[src/rtl/mem_stage_pkg.sv]
// Shared types and helpers for the memory-access pipeline stage.
//   lsu_op_t     : 4-bit load/store operation code carried in EX/MEM.
//   mem_state_t  : state of the data-memory transaction FSM.
//   decode_op    : maps raw op codes onto lsu_op_t (unknown -> NONE).
//   is_load/is_store/is_misaligned : op classification helpers.
package mem_stage_pkg;

    localparam logic RST_VALID = 1'b1;

    typedef enum logic [3:0] {
        LSU_OP_NONE  = 4'd0,
        LSU_OP_LD_B  = 4'd1,
        LSU_OP_LD_H  = 4'd2,
        LSU_OP_LD_W  = 4'd3,
        LSU_OP_LD_BU = 4'd4,
        LSU_OP_LD_HU = 4'd5,
        LSU_OP_ST_B  = 4'd6,
        LSU_OP_ST_H  = 4'd7,
        LSU_OP_ST_W  = 4'd8
    } lsu_op_t;

    localparam lsu_op_t LSU_OP_INVALID = LSU_OP_NONE;

    typedef enum logic [1:0] {
        MS_IDLE = 2'd0,
        MS_REQ  = 2'd1,
        MS_WAIT = 2'd2,
        MS_DONE = 2'd3
    } mem_state_t;

    function automatic lsu_op_t decode_op(input logic [3:0] code);
        lsu_op_t op;
        case (code)
            4'd1:    op = LSU_OP_LD_B;
            4'd2:    op = LSU_OP_LD_H;
            4'd3:    op = LSU_OP_LD_W;
            4'd4:    op = LSU_OP_LD_BU;
            4'd5:    op = LSU_OP_LD_HU;
            4'd6:    op = LSU_OP_ST_B;
            4'd7:    op = LSU_OP_ST_H;
            4'd8:    op = LSU_OP_ST_W;
            default: op = LSU_OP_INVALID;
        endcase
        return op;
    endfunction

    function automatic logic is_load(input lsu_op_t op);
        logic r;
        case (op)
            LSU_OP_LD_B, LSU_OP_LD_H, LSU_OP_LD_W,
            LSU_OP_LD_BU, LSU_OP_LD_HU: r = 1'b1;
            default:                    r = 1'b0;
        endcase
        return r;
    endfunction

    function automatic logic is_store(input lsu_op_t op);
        logic r;
        case (op)
            LSU_OP_ST_B, LSU_OP_ST_H, LSU_OP_ST_W: r = 1'b1;
            default:                               r = 1'b0;
        endcase
        return r;
    endfunction

    // Halfword ops need ea[0]==0, word ops need ea[1:0]==0.
    function automatic logic is_misaligned(input lsu_op_t op, input logic [1:0] off);
        logic r;
        case (op)
            LSU_OP_LD_H, LSU_OP_LD_HU, LSU_OP_ST_H: r = off[0];
            LSU_OP_LD_W, LSU_OP_ST_W:               r = (off != 2'b00);
            default:                                r = 1'b0;
        endcase
        return r;
    endfunction

endpackage

[src/rtl/mem_stage_if.sv]
// Data-memory port of the memory stage (request/grant/response).
//   req/we/addr/wstrb/wdata : request side, driven by the stage (master).
//   gnt                     : request accepted this cycle.
//   rvalid/rdata            : load response.
interface mem_stage_if #(
    parameter int ADDR_W = 32,
    parameter int DATA_W = 32
);
    logic              req;
    logic              we;
    logic [ADDR_W-1:0] addr;
    logic [3:0]        wstrb;
    logic [DATA_W-1:0] wdata;
    logic              gnt;
    logic              rvalid;
    logic [DATA_W-1:0] rdata;

    modport master (output req, we, addr, wstrb, wdata, input gnt, rvalid, rdata);
    modport slave  (input req, we, addr, wstrb, wdata, output gnt, rvalid, rdata);
endinterface

[src/rtl/mem_stage_lsu_align.sv]
// Combinational lane logic for the memory stage.
//   op/offset   : decoded lsu op and effective-address byte offset.
//   store_data  : raw store operand -> wstrb/wdata (lane-replicated).
//   load_word   : captured memory word -> load_data (aligned, extended).
module mem_stage_lsu_align
    import mem_stage_pkg::*;
#(
    parameter int DATA_W = 32
) (
    input  lsu_op_t           op,
    input  logic [1:0]        offset,
    input  logic [DATA_W-1:0] store_data,
    input  logic [DATA_W-1:0] load_word,
    output logic [3:0]        wstrb,
    output logic [DATA_W-1:0] wdata,
    output logic [DATA_W-1:0] load_data
);

    logic [DATA_W-1:0] shifted_s;

    // Bring the addressed byte/halfword down to bit 0.
    assign shifted_s = load_word >> {offset, 3'b000};

    // Store strobes and byte-lane replication.
    always_comb begin
        wstrb = 4'b0000;
        wdata = store_data;
        case (op)
            LSU_OP_ST_B: begin
                wstrb = 4'b0001 << offset;
                wdata = {4{store_data[7:0]}};
            end
            LSU_OP_ST_H: begin
                wstrb = 4'b0011 << offset;
                wdata = {2{store_data[15:0]}};
            end
            LSU_OP_ST_W: begin
                wstrb = 4'b1111;
                wdata = store_data;
            end
            default: begin
                wstrb = 4'b0000;
                wdata = store_data;
            end
        endcase
    end

    // Load extraction with sign or zero extension.
    always_comb begin
        load_data = load_word;
        case (op)
            LSU_OP_LD_B:  load_data = {{(DATA_W-8){shifted_s[7]}}, shifted_s[7:0]};
            LSU_OP_LD_BU: load_data = {{(DATA_W-8){1'b0}}, shifted_s[7:0]};
            LSU_OP_LD_H:  load_data = {{(DATA_W-16){shifted_s[15]}}, shifted_s[15:0]};
            LSU_OP_LD_HU: load_data = {{(DATA_W-16){1'b0}}, shifted_s[15:0]};
            LSU_OP_LD_W:  load_data = load_word;
            default:      load_data = load_word;
        endcase
    end

endmodule

[src/rtl/mem_stage.sv]
// Memory-access pipeline stage between EX/MEM and MEM/WB.
//   clk, rst          : clock, synchronous active-high reset.
//   mem_*             : EX/MEM record (inst, pc, ex_result, rw_en, rw_addr, lsu_data, lsu_op).
//   dmem              : data-memory port (mem_stage_if master).
//   wb_*              : record for MEM/WB, valid when wb_valid=1.
//   stall_req         : hold EX/MEM and earlier stages.
//   ale               : misaligned-address exception for the current op.
// Non-memory ops pass through combinationally; aligned load/store ops run
// IDLE -> REQ -> (WAIT) -> DONE and present the record once in DONE.
module mem_stage
    import mem_stage_pkg::*;
#(
    parameter int DATA_W = 32,
    parameter int ADDR_W = 32,
    parameter int REG_AW = 5
) (
    input  logic              clk,
    input  logic              rst,
    input  logic [31:0]       mem_inst,
    input  logic [ADDR_W-1:0] mem_pc,
    input  logic [DATA_W-1:0] mem_ex_result,
    input  logic              mem_rw_en,
    input  logic [REG_AW-1:0] mem_rw_addr,
    input  logic [DATA_W-1:0] mem_lsu_data,
    input  logic [3:0]        mem_lsu_op,
    mem_stage_if.master       dmem,
    output logic              wb_valid,
    output logic [31:0]       wb_inst,
    output logic [ADDR_W-1:0] wb_pc,
    output logic              wb_rw_en,
    output logic [REG_AW-1:0] wb_rw_addr,
    output logic [DATA_W-1:0] wb_rw_data,
    output logic              stall_req,
    output logic              ale
);

    mem_state_t        state_r;
    mem_state_t        next_s;
    logic [DATA_W-1:0] rdata_r;
    lsu_op_t           op_s;
    logic              is_mem_s;
    logic              misaligned_s;
    logic              run_s;
    logic [DATA_W-1:0] ld_data_s;
    logic              stall_s;
    logic              req_s;
    logic              we_s;
    logic              wb_valid_s;
    logic              wb_rw_en_s;
    logic [DATA_W-1:0] wb_rw_data_s;
    logic              ale_s;

    assign op_s         = decode_op(mem_lsu_op);
    assign is_mem_s     = (op_s != LSU_OP_NONE);
    assign misaligned_s = is_misaligned(op_s, mem_ex_result[1:0]);
    assign run_s        = (rst != RST_VALID);

    mem_stage_lsu_align #(.DATA_W(DATA_W)) u_align (
        .op         (op_s),
        .offset     (mem_ex_result[1:0]),
        .store_data (mem_lsu_data),
        .load_word  (rdata_r),
        .wstrb      (dmem.wstrb),
        .wdata      (dmem.wdata),
        .load_data  (ld_data_s)
    );

    // State register and load-data capture (only accepted in WAIT).
    always_ff @(posedge clk) begin
        if (rst == RST_VALID) begin
            state_r <= MS_IDLE;
            rdata_r <= {DATA_W{1'b0}};
        end else begin
            state_r <= next_s;
            if ((state_r == MS_WAIT) && dmem.rvalid) begin
                rdata_r <= dmem.rdata;
            end else begin
                rdata_r <= rdata_r;
            end
        end
    end

    // Next-state and per-state outputs.
    always_comb begin
        next_s       = state_r;
        stall_s      = 1'b0;
        req_s        = 1'b0;
        we_s         = 1'b0;
        wb_valid_s   = 1'b0;
        wb_rw_en_s   = 1'b0;
        wb_rw_data_s = mem_ex_result;
        ale_s        = 1'b0;
        case (state_r)
            MS_IDLE: begin
                if (!is_mem_s) begin
                    wb_valid_s = 1'b1;
                    wb_rw_en_s = mem_rw_en;
                end else if (misaligned_s) begin
                    // Exception travels to WB instead of touching memory.
                    wb_valid_s = 1'b1;
                    ale_s      = 1'b1;
                end else begin
                    stall_s = 1'b1;
                    next_s  = MS_REQ;
                end
            end
            MS_REQ: begin
                stall_s = 1'b1;
                req_s   = 1'b1;
                we_s    = is_store(op_s);
                if (dmem.gnt) begin
                    next_s = is_store(op_s) ? MS_DONE : MS_WAIT;
                end else begin
                    next_s = MS_REQ;
                end
            end
            MS_WAIT: begin
                stall_s = 1'b1;
                if (dmem.rvalid) begin
                    next_s = MS_DONE;
                end else begin
                    next_s = MS_WAIT;
                end
            end
            MS_DONE: begin
                wb_valid_s   = 1'b1;
                wb_rw_en_s   = is_store(op_s) ? 1'b0 : mem_rw_en;
                wb_rw_data_s = is_load(op_s) ? ld_data_s : mem_ex_result;
                next_s       = MS_IDLE;
            end
            default: begin
                next_s = MS_IDLE;
            end
        endcase
    end

    // Control outputs are forced low while reset is asserted.
    assign stall_req  = stall_s & run_s;
    assign dmem.req   = req_s & run_s;
    assign dmem.we    = we_s & run_s;
    assign dmem.addr  = {mem_ex_result[ADDR_W-1:2], 2'b00};
    assign wb_valid   = wb_valid_s & run_s;
    assign wb_rw_en   = wb_rw_en_s & run_s;
    assign ale        = ale_s & run_s;
    assign wb_rw_data = wb_rw_data_s;
    assign wb_inst    = mem_inst;
    assign wb_pc      = mem_pc;
    assign wb_rw_addr = mem_rw_addr;

endmodule

[src/flat_wrapper.sv]
// flat-port wrapper written by rule: the top's interface ports become plain ports
module mem_stage_flat import mem_stage_pkg::*;
#(
    parameter int DATA_W = 32,
    parameter int ADDR_W = 32,
    parameter int REG_AW = 5
)
  (clk, rst, mem_inst, mem_pc, mem_ex_result, mem_rw_en, mem_rw_addr, mem_lsu_data, mem_lsu_op, wb_valid, wb_inst, wb_pc, wb_rw_en, wb_rw_addr, wb_rw_data, stall_req, ale, dmem_req, dmem_we, dmem_addr, dmem_wstrb, dmem_wdata, dmem_gnt, dmem_rvalid, dmem_rdata);
  mem_stage_if #(.ADDR_W(ADDR_W), .DATA_W(DATA_W)) dmem_i ();
  input  logic clk;
  input  logic rst;
  input  logic [31:0] mem_inst;
  input  logic [ADDR_W-1:0] mem_pc;
  input  logic [DATA_W-1:0] mem_ex_result;
  input  logic mem_rw_en;
  input  logic [REG_AW-1:0] mem_rw_addr;
  input  logic [DATA_W-1:0] mem_lsu_data;
  input  logic [3:0] mem_lsu_op;
  output logic wb_valid;
  output logic [31:0] wb_inst;
  output logic [ADDR_W-1:0] wb_pc;
  output logic wb_rw_en;
  output logic [REG_AW-1:0] wb_rw_addr;
  output logic [DATA_W-1:0] wb_rw_data;
  output logic stall_req;
  output logic ale;
  output wire logic [$bits(dmem_i.req)-1:0] dmem_req;
  output wire logic [$bits(dmem_i.we)-1:0] dmem_we;
  output wire logic [$bits(dmem_i.addr)-1:0] dmem_addr;
  output wire logic [$bits(dmem_i.wstrb)-1:0] dmem_wstrb;
  output wire logic [$bits(dmem_i.wdata)-1:0] dmem_wdata;
  input wire logic [$bits(dmem_i.gnt)-1:0] dmem_gnt;
  input wire logic [$bits(dmem_i.rvalid)-1:0] dmem_rvalid;
  input wire logic [$bits(dmem_i.rdata)-1:0] dmem_rdata;
  assign dmem_req = dmem_i.req;
  assign dmem_we = dmem_i.we;
  assign dmem_addr = dmem_i.addr;
  assign dmem_wstrb = dmem_i.wstrb;
  assign dmem_wdata = dmem_i.wdata;
  assign dmem_i.gnt = dmem_gnt;
  assign dmem_i.rvalid = dmem_rvalid;
  assign dmem_i.rdata = dmem_rdata;
  mem_stage #(.DATA_W(DATA_W), .ADDR_W(ADDR_W), .REG_AW(REG_AW)) u_core (.clk(clk), .rst(rst), .mem_inst(mem_inst), .mem_pc(mem_pc), .mem_ex_result(mem_ex_result), .mem_rw_en(mem_rw_en), .mem_rw_addr(mem_rw_addr), .mem_lsu_data(mem_lsu_data), .mem_lsu_op(mem_lsu_op), .dmem(dmem_i), .wb_valid(wb_valid), .wb_inst(wb_inst), .wb_pc(wb_pc), .wb_rw_en(wb_rw_en), .wb_rw_addr(wb_rw_addr), .wb_rw_data(wb_rw_data), .stall_req(stall_req), .ale(ale));
endmodule
[config.mk]
export PLATFORM = sky130hd
export DESIGN_NAME = mem_stage_flat
export DESIGN_NICKNAME = d
export VERILOG_FILES = /design/src/rtl/mem_stage_pkg.sv /design/src/rtl/mem_stage_if.sv /design/src/rtl/mem_stage_lsu_align.sv /design/src/rtl/mem_stage.sv /design/src/flat_wrapper.sv
export SDC_FILE = /design/constraint.sdc
export NUM_CORES = 1
export LEC_CHECK = 0
export CAP_MARGIN = 20
export CORE_AREA = 2 2 134 136
export CTS_CLUSTER_DIAMETER = 50
export DETAILED_ROUTE_END_ITERATION = 8
export DIE_AREA = 0 0 136 138
export DONT_BUFFER_PORTS = 1
export HOLD_SLACK_MARGIN = 0.12
export PLACE_DENSITY_LB_ADDON = 0.15
export SYNTH_ARGS = -nofsm -noshare
export SYNTH_HDL_FRONTEND = slang
export SYNTH_SLANG_ARGS = --single-unit
[constraint.sdc]
create_clock -name clk -period 4.9 [get_ports clk]
set_clock_uncertainty 0.2 [all_clocks]
set_input_delay 0.98 -clock clk [delete_from_list [all_inputs] [get_ports clk]]
set_output_delay 0.98 -clock clk [all_outputs]
set_load 0.05 [all_outputs]
# [Word-level counts from Yosys, hierarchy flattened]
# Memory sizes are Yosys's and may differ from the RTL's.
# Cells that the tools add are included.
[word_totals] reg_bits=34 input_bits=174 wordCells=67 romBits=64 n_memories=1 out_inout_bits=175
[memory_table] name="(name not given)" depth=16 width=4 rd=1 rd_clocked_by_memory_dff=0 write_ports=0 line="mem_stage_pkg.sv:33" rtl="case (code)"
[op_classes] n_mux=31 eq_ne=13 shift=3 n_bitwise=7 n_reduce_logical=10
[ops] op="$pmux 32 s4" count=1
[ops] op="$mux 32" count=2
[ops] op="$pmux 32 s2" count=1
[ops] op="$shr 32x5->16" count=1
[ops] op="$mux 1" count=18
[ops] op="$eq 4x3->1 const B" count=4
[ops] op="$pmux 4 s3" count=1
[ops] op="$eq 4x2->1 const B" count=2
[ops] op="$pmux 1 s2" count=4
[ops] op="$pmux 2 s4" count=1
[ops] op="$and 1x1->1" count=6
[ops] op="$mux 2" count=3
[ops] op="$reduce_or 3->1" count=2
[ops] op="$reduce_or 5->1" count=1
[ops] op="$eq 2x2->1 const B" count=2
[ops] op="$eq 4x1->1 const B" count=1
[ops] op="$eq 4x4->1 const B" count=1
[ops] op="$reduce_bool 4->1" count=1
[ops] op="$reduce_or 2->1" count=2
[ops] op="$shl 1x2->4 const A" count=1
[ops] op="$shl 2x2->4 const A" count=1
[ops] op="$eq 2x1->1 const B" count=1
[ops] op="$logic_not 2->1" count=1
[ops] op="$ne 2x1->1 const B" count=1
[ops] op="other kinds (5)" count=5

# [Depth between registers and ports, before layout]
# An unclocked memory read counts as a cell.
[depth] ltp_word=9 mapped_depth=7 ltp_nobuf=5

# [By module]
# From an unflattened synthesis, not the netlist that was laid out.
[hier_totals] cells_unflattened=551 area_unflattened_um2=4374.2
[by_module_without_submodules] mod="mem_stage" instances=1 seq_area_each_um2=680.7 cells_per_inst=344 area_each_um2=2751.4
[by_module_without_submodules] mod="mem_stage_lsu_align" instances=1 seq_area_each_um2=0.0 cells_per_inst=207 area_each_um2=1622.8

# [Worst setup path after synthesis]
# No wires, ideal clock.
[synth_timing] path_type="input to output" start="in mem_lsu_op[2]" end="out stall_req" slack_ns=0.235 path_buffers=2 arrival_time_ns=3.485 required_time_ns=3.720 path_stages=6 path_cell_list="buf_2 > buf_1 > and3b_1 > o21ai_0 > o21ai_0 > o41ai_1"
[synth_between] elab_chain_len=8 word_cells_on_any_way=14 cone_classes="5 x eq/ne; 4 x mux; 1 x bitwise; 3 x reduce/logical; 1 x memory"
[synth_lines] item="from (decl)" line="flat_wrapper.sv:18" rtl="input logic [3:0] mem_lsu_op;"
[synth_lines] item="$mem_v2 16x4 (*)"
[synth_lines] item="$eq 4x3->1, or another cell as far along" line="mem_stage_pkg.sv:69" rtl="case (op)"
[synth_lines] item="$reduce_or 3->1 / $reduce_or 2->1 (equally long branches)" line="mem_stage_pkg.sv:69"
[synth_lines] item="$pmux 1 s2" line="mem_stage_pkg.sv:69"
[synth_lines] item="$mux 1" line="mem_stage.sv:98" rtl="end else if (misaligned_s) begin"
[synth_lines] item="$mux 1 (*)" line="mem_stage.sv:95" rtl="if (!is_mem_s) begin"
[synth_lines] item="$pmux 1 s2 (*)" line="mem_stage.sv:93" rtl="case (state_r)"
[synth_lines] item="$and 1x1->1 (*)" line="mem_stage.sv:138" rtl="assign stall_req = stall_s & run_s;"
[synth_lines] item="to (decl)" line="flat_wrapper.sv:25" rtl="output logic stall_req;"
# Every way passes the cells marked *; elsewhere a longest branch is shown, timed or not.

# [Worst setup path after layout]
[layout_timing] start="in mem_lsu_op[0]" end="out wb_rw_data[10]"
[layout_between] elab_chain_len=7 word_cells_on_any_way=12 cone_classes="5 x eq/ne; 5 x mux; 1 x reduce/logical; 1 x memory"
[layout_lines] item="$mem_v2 16x4 (*)"
[layout_lines] item="$eq 4x1->1, or another cell as far along" line="mem_stage_pkg.sv:49, mem_stage_lsu_align.sv:51"
[layout_lines] item="$reduce_or 5->1" line="mem_stage_pkg.sv:49" rtl="case (op)"
[layout_lines] item="$mux 1" line="mem_stage_pkg.sv:49"
[layout_lines] item="$mux 1" line="mem_stage.sv:93"
[layout_lines] item="$mux 32 (*)" line="mem_stage.sv:128" rtl="wb_rw_data_s = is_load(op_s) ? ld_data_s : mem_ex_result;"
[layout_lines] item="$mux 32 (*)" line="mem_stage.sv:93"
[layout_lines] item="to (decl)" line="flat_wrapper.sv:24" rtl="output logic [DATA_W-1:0] wb_rw_data;"
# Every way passes the cells marked *; elsewhere a longest branch is shown, timed or not. The select of a mux whose other input is x is not followed.

==> results.toml <==
[global_route]
first_global_vias = 3396
groute.usage.overall_pct = 14.3
globalRouteOverflowTotal = 0
antenna_violations_before_repair = 0
grt_first_pass_wirelength_um = 20400
grt_max_degree = 39

[placed_design]
place_worst_setup_slack_ps = 753
dp.final_hpwl_um = 11200
finalWeightedCongestion = 0.789
detailed_place.area_sq_um = 3320
io_buffers = 0

[sta]
postLayoutSetupSlackWorst_ps = 756
maxSlewHeadroom_pct = 33.7
grt_setup_unrepaired = "false"
final-max-slew-violation-count = 0
transition_time_at_the_pin_with_the_least_slew_margin_ps = 992
max_clock_freq_mhz = 241
setup_total_negative_slack_ps = 0
setup-violations-final = 0
final_min_period_over_clock_period_pct = 84.6
final.min_clock_period_ps = 4140
final_hold_viol_count = 0

[power_and_ir_drop]
clockPowerShare_pct = 36.4
power_report.internal_total_uw = 555
fin_total_pwr_uw = 890
power_density_nw_per_um2 = 256
switchingPower_uw = 335
p_sw_share_pct = 37.6
combPwrFrac_pct = 31.5
sequential_power_share_pct = 32.2
peak_supply_drop_v = 0.000125
total_leakage_power_nw = 1.27

[critical_path]
cp_data_arrival_time_ps = 2960
start_kind = "input port"
crit_fanout = 18
critical_path.endpoint_type = "output pin"
critPathKind = "input port to output pin"
crit_required_ps = 3720

[logic_synthesis]
synth-edff-count = 0
syn_area_per_cell_sq_um = 6.72
seq_area_frac_synth_pct = 18.7
async_flop_share_pct = 0
ys_types = 54
yosys_register_bits = 34
dominantRegCellSynth = "sky130_fd_sc_hd__dfxtp_1"
post_synth_instance_area_sq_um = 3640
syn-instance-count = 542
synthesis_warning_total = 0

[cells_and_area]
areaGrowthSynthToFinish_pct = -4.70
finalInstanceArea_sq_um = 3470
antenna_cells_inserted = 0
fillCellCount = 2061
post_route_cells_drive_above_1_share_pct = 14.3
fin_nets = 627

[drt]
firstDrtPassIters = 4
drc = 0
first_iter_violations = 129
drt-vias-per-instance = 4.90
ant_nets = 0
drt-total-wl_um = 14100
routed_len_inst_um = 20.8
route.vias.total = 3323

[cts]
cts.path.max_buffers = 2
post-cts-setup-buffers = 0
cts_hold_repair.buffers = 0
htree_num_levels = 2
worstSkewPairLatency_ps = 280
numCtsBuffers = 5
numClockSinks = 34
cts_tree = "done"
clk_pin_slew_ps = 50
root_buffer = "sky130_fd_sc_hd__clkbuf_16"
post_cts.resized_instances = 0

[floorplanning]
start_util_pct = 20.8
die_area_sq_um = 18800
horiz_die_dim_um = 136
top_level_ports = 349
die_h_um = 138
fp-row-count = 49
core_sq_um = 17500

[worst_hold_path]
holdCritPathClass = "flop to flop"

[run_status]
run_status = "complete, no violations"

[job]
drv.max_cap_violation_count = 0
==> placed cells by master (no fill, tap or decap), drive strengths merged, types with 2 or more instances in the layout <==
cell,synthesis,final
dfxtp,34,34
nor2b,3,3
o31ai,2,2
a21oi,49,49
nor3,2,2
nor3b,3,3
nand3b,2,2
a22oi,14,14
conb,1,2
o21ai,15,15
clkinv,1,2
a21boi,5,5
a2bb2oi,8,8
nor2,27,27
nand2,148,148
a211oi,3,3
mux2i,7,7
o221a,7,7
or2,2,2
buf,127,44
or3,2,2
and2,2,2
o22ai,7,7
a31oi,2,2
nor4b,2,2
nand2b,8,8
o2111ai,8,8
ha,5,5
inv,5,5
nand3,2,2
clkbuf,19,6
o32a,2,2
==> final timing paths <==
path                                   startpoint            endpoint  slack, ps  depth (start not counted)
worst max-delay path                mem_lsu_op[0]      wb_rw_data[10]        760                          5
worst min-delay path            u_core.rdata_r[2]   u_core.rdata_r[2]        270                          2
worst max register to register  u_core.state_r[0]  u_core.rdata_r[30]       3150                          6
worst min register to register  u_core.rdata_r[2]   u_core.rdata_r[2]        270                          2
==> state kept, by name, summed over array words and instances, names as in the netlist, named ones only <==
register	count
u_core.rdata_r	32
u_core.state_r	1
==> power by group through the flow <==
| stage | registers, mW | clock network (mW) | logic (mW) |
|---|---|---|---|
| 2_1_floorplan | 0.290 | 0 | 0.474 |
| 3_3_place_gp | 0.293 | 0 | 0.283 |
| 3_5_place_dp | 0.293 | 0 | 0.282 |
| 4_1_cts | 0.286 | 0.332 | 0.283 |
| 5_1_grt | 0.287 | 0.346 | 0.298 |
| 6_report | 0.286 | 0.324 | 0.280 |
==> critical path: stages <==
cell                       delay (ps)
sky130_fd_sc_hd__nor3_2           520
sky130_fd_sc_hd__a2111o_1         200
sky130_fd_sc_hd__buf_4            210
sky130_fd_sc_hd__or3_1            420
sky130_fd_sc_hd__o221a_1          630
==> cell families (layout without fill, tap and decap cells) <==
logic type                 after synthesis  in the layout  synth area share, %
AOI/OAI and AO/OA                      131            131                 24.3
adders and majority gates                5              5                 1.72
buffers and inverters                  152             58                 27.3
DFF                                     34             34                 18.7
muxes                                    9              9                 2.85
other                                    1              2                0.103
and+or+nand+nor                        210            210                 25.0
==> synth_stat cells (3+ instances only) <==
library cell	number	area, sq um
sky130_fd_sc_hd__dfxtp_1	34	681
sky130_fd_sc_hd__o2111ai_1	8	70.1
sky130_fd_sc_hd__buf_4	109	818
sky130_fd_sc_hd__o21ai_0	15	75.1
sky130_fd_sc_hd__nor2_1	27	101
sky130_fd_sc_hd__clkbuf_1	19	71.3
sky130_fd_sc_hd__nor3b_1	3	22.5
sky130_fd_sc_hd__ha_1	5	62.6
sky130_fd_sc_hd__a22oi_1	14	105
sky130_fd_sc_hd__inv_1	5	18.8
sky130_fd_sc_hd__a2bb2oi_1	8	70.1
sky130_fd_sc_hd__a21boi_0	5	37.5
sky130_fd_sc_hd__a21oi_1	49	245
sky130_fd_sc_hd__buf_2	12	60.1
sky130_fd_sc_hd__mux2i_1	7	70.1
sky130_fd_sc_hd__nor2b_1	3	18.8
sky130_fd_sc_hd__o22ai_1	7	43.8
sky130_fd_sc_hd__o221a_1	7	78.8
sky130_fd_sc_hd__nand2b_1	8	50.1
sky130_fd_sc_hd__nand2_1	148	556
sky130_fd_sc_hd__buf_1	6	22.5
==> layer usage <==
metal / routed length, um / vias up / track usage [%] / share of wire (%)
met4: 324 / 0 / 4.39 / 2.3
met1: 5110 / 1544 / 14.6 / 36
met3: 1070 / 20 / 3.63 / 7.6
met5: 0 / - / 0 / 0
met2: 7580 / 211 / 27.9 / 54
li1: - / 1548 / - / -
==> cell type report <==
type	count	area [sq um]	share of cell area, %
Tap cell	229	287	8.25
Sequential cell	34	681	19.6
Clock inverter	2	12.5	0.360
Inverter	6	22.5	0.648
Multi-Input combinational cell	357	2000	57.5
Clock buffer	6	139	4.00
Timing Repair Buffer	44	334	9.62
==> metrics by stage <==
stage                     utilization [%]  hold slack, ps  std cells
after global routing                 19.8             291        678
after detailed placement             18.9             261        670
after global placement               18.9             260        670
final                                19.8             268        678
after floorplan                         -             236        543
after CTS                            19.8             269        678
(Power assumes the default switching activity.)
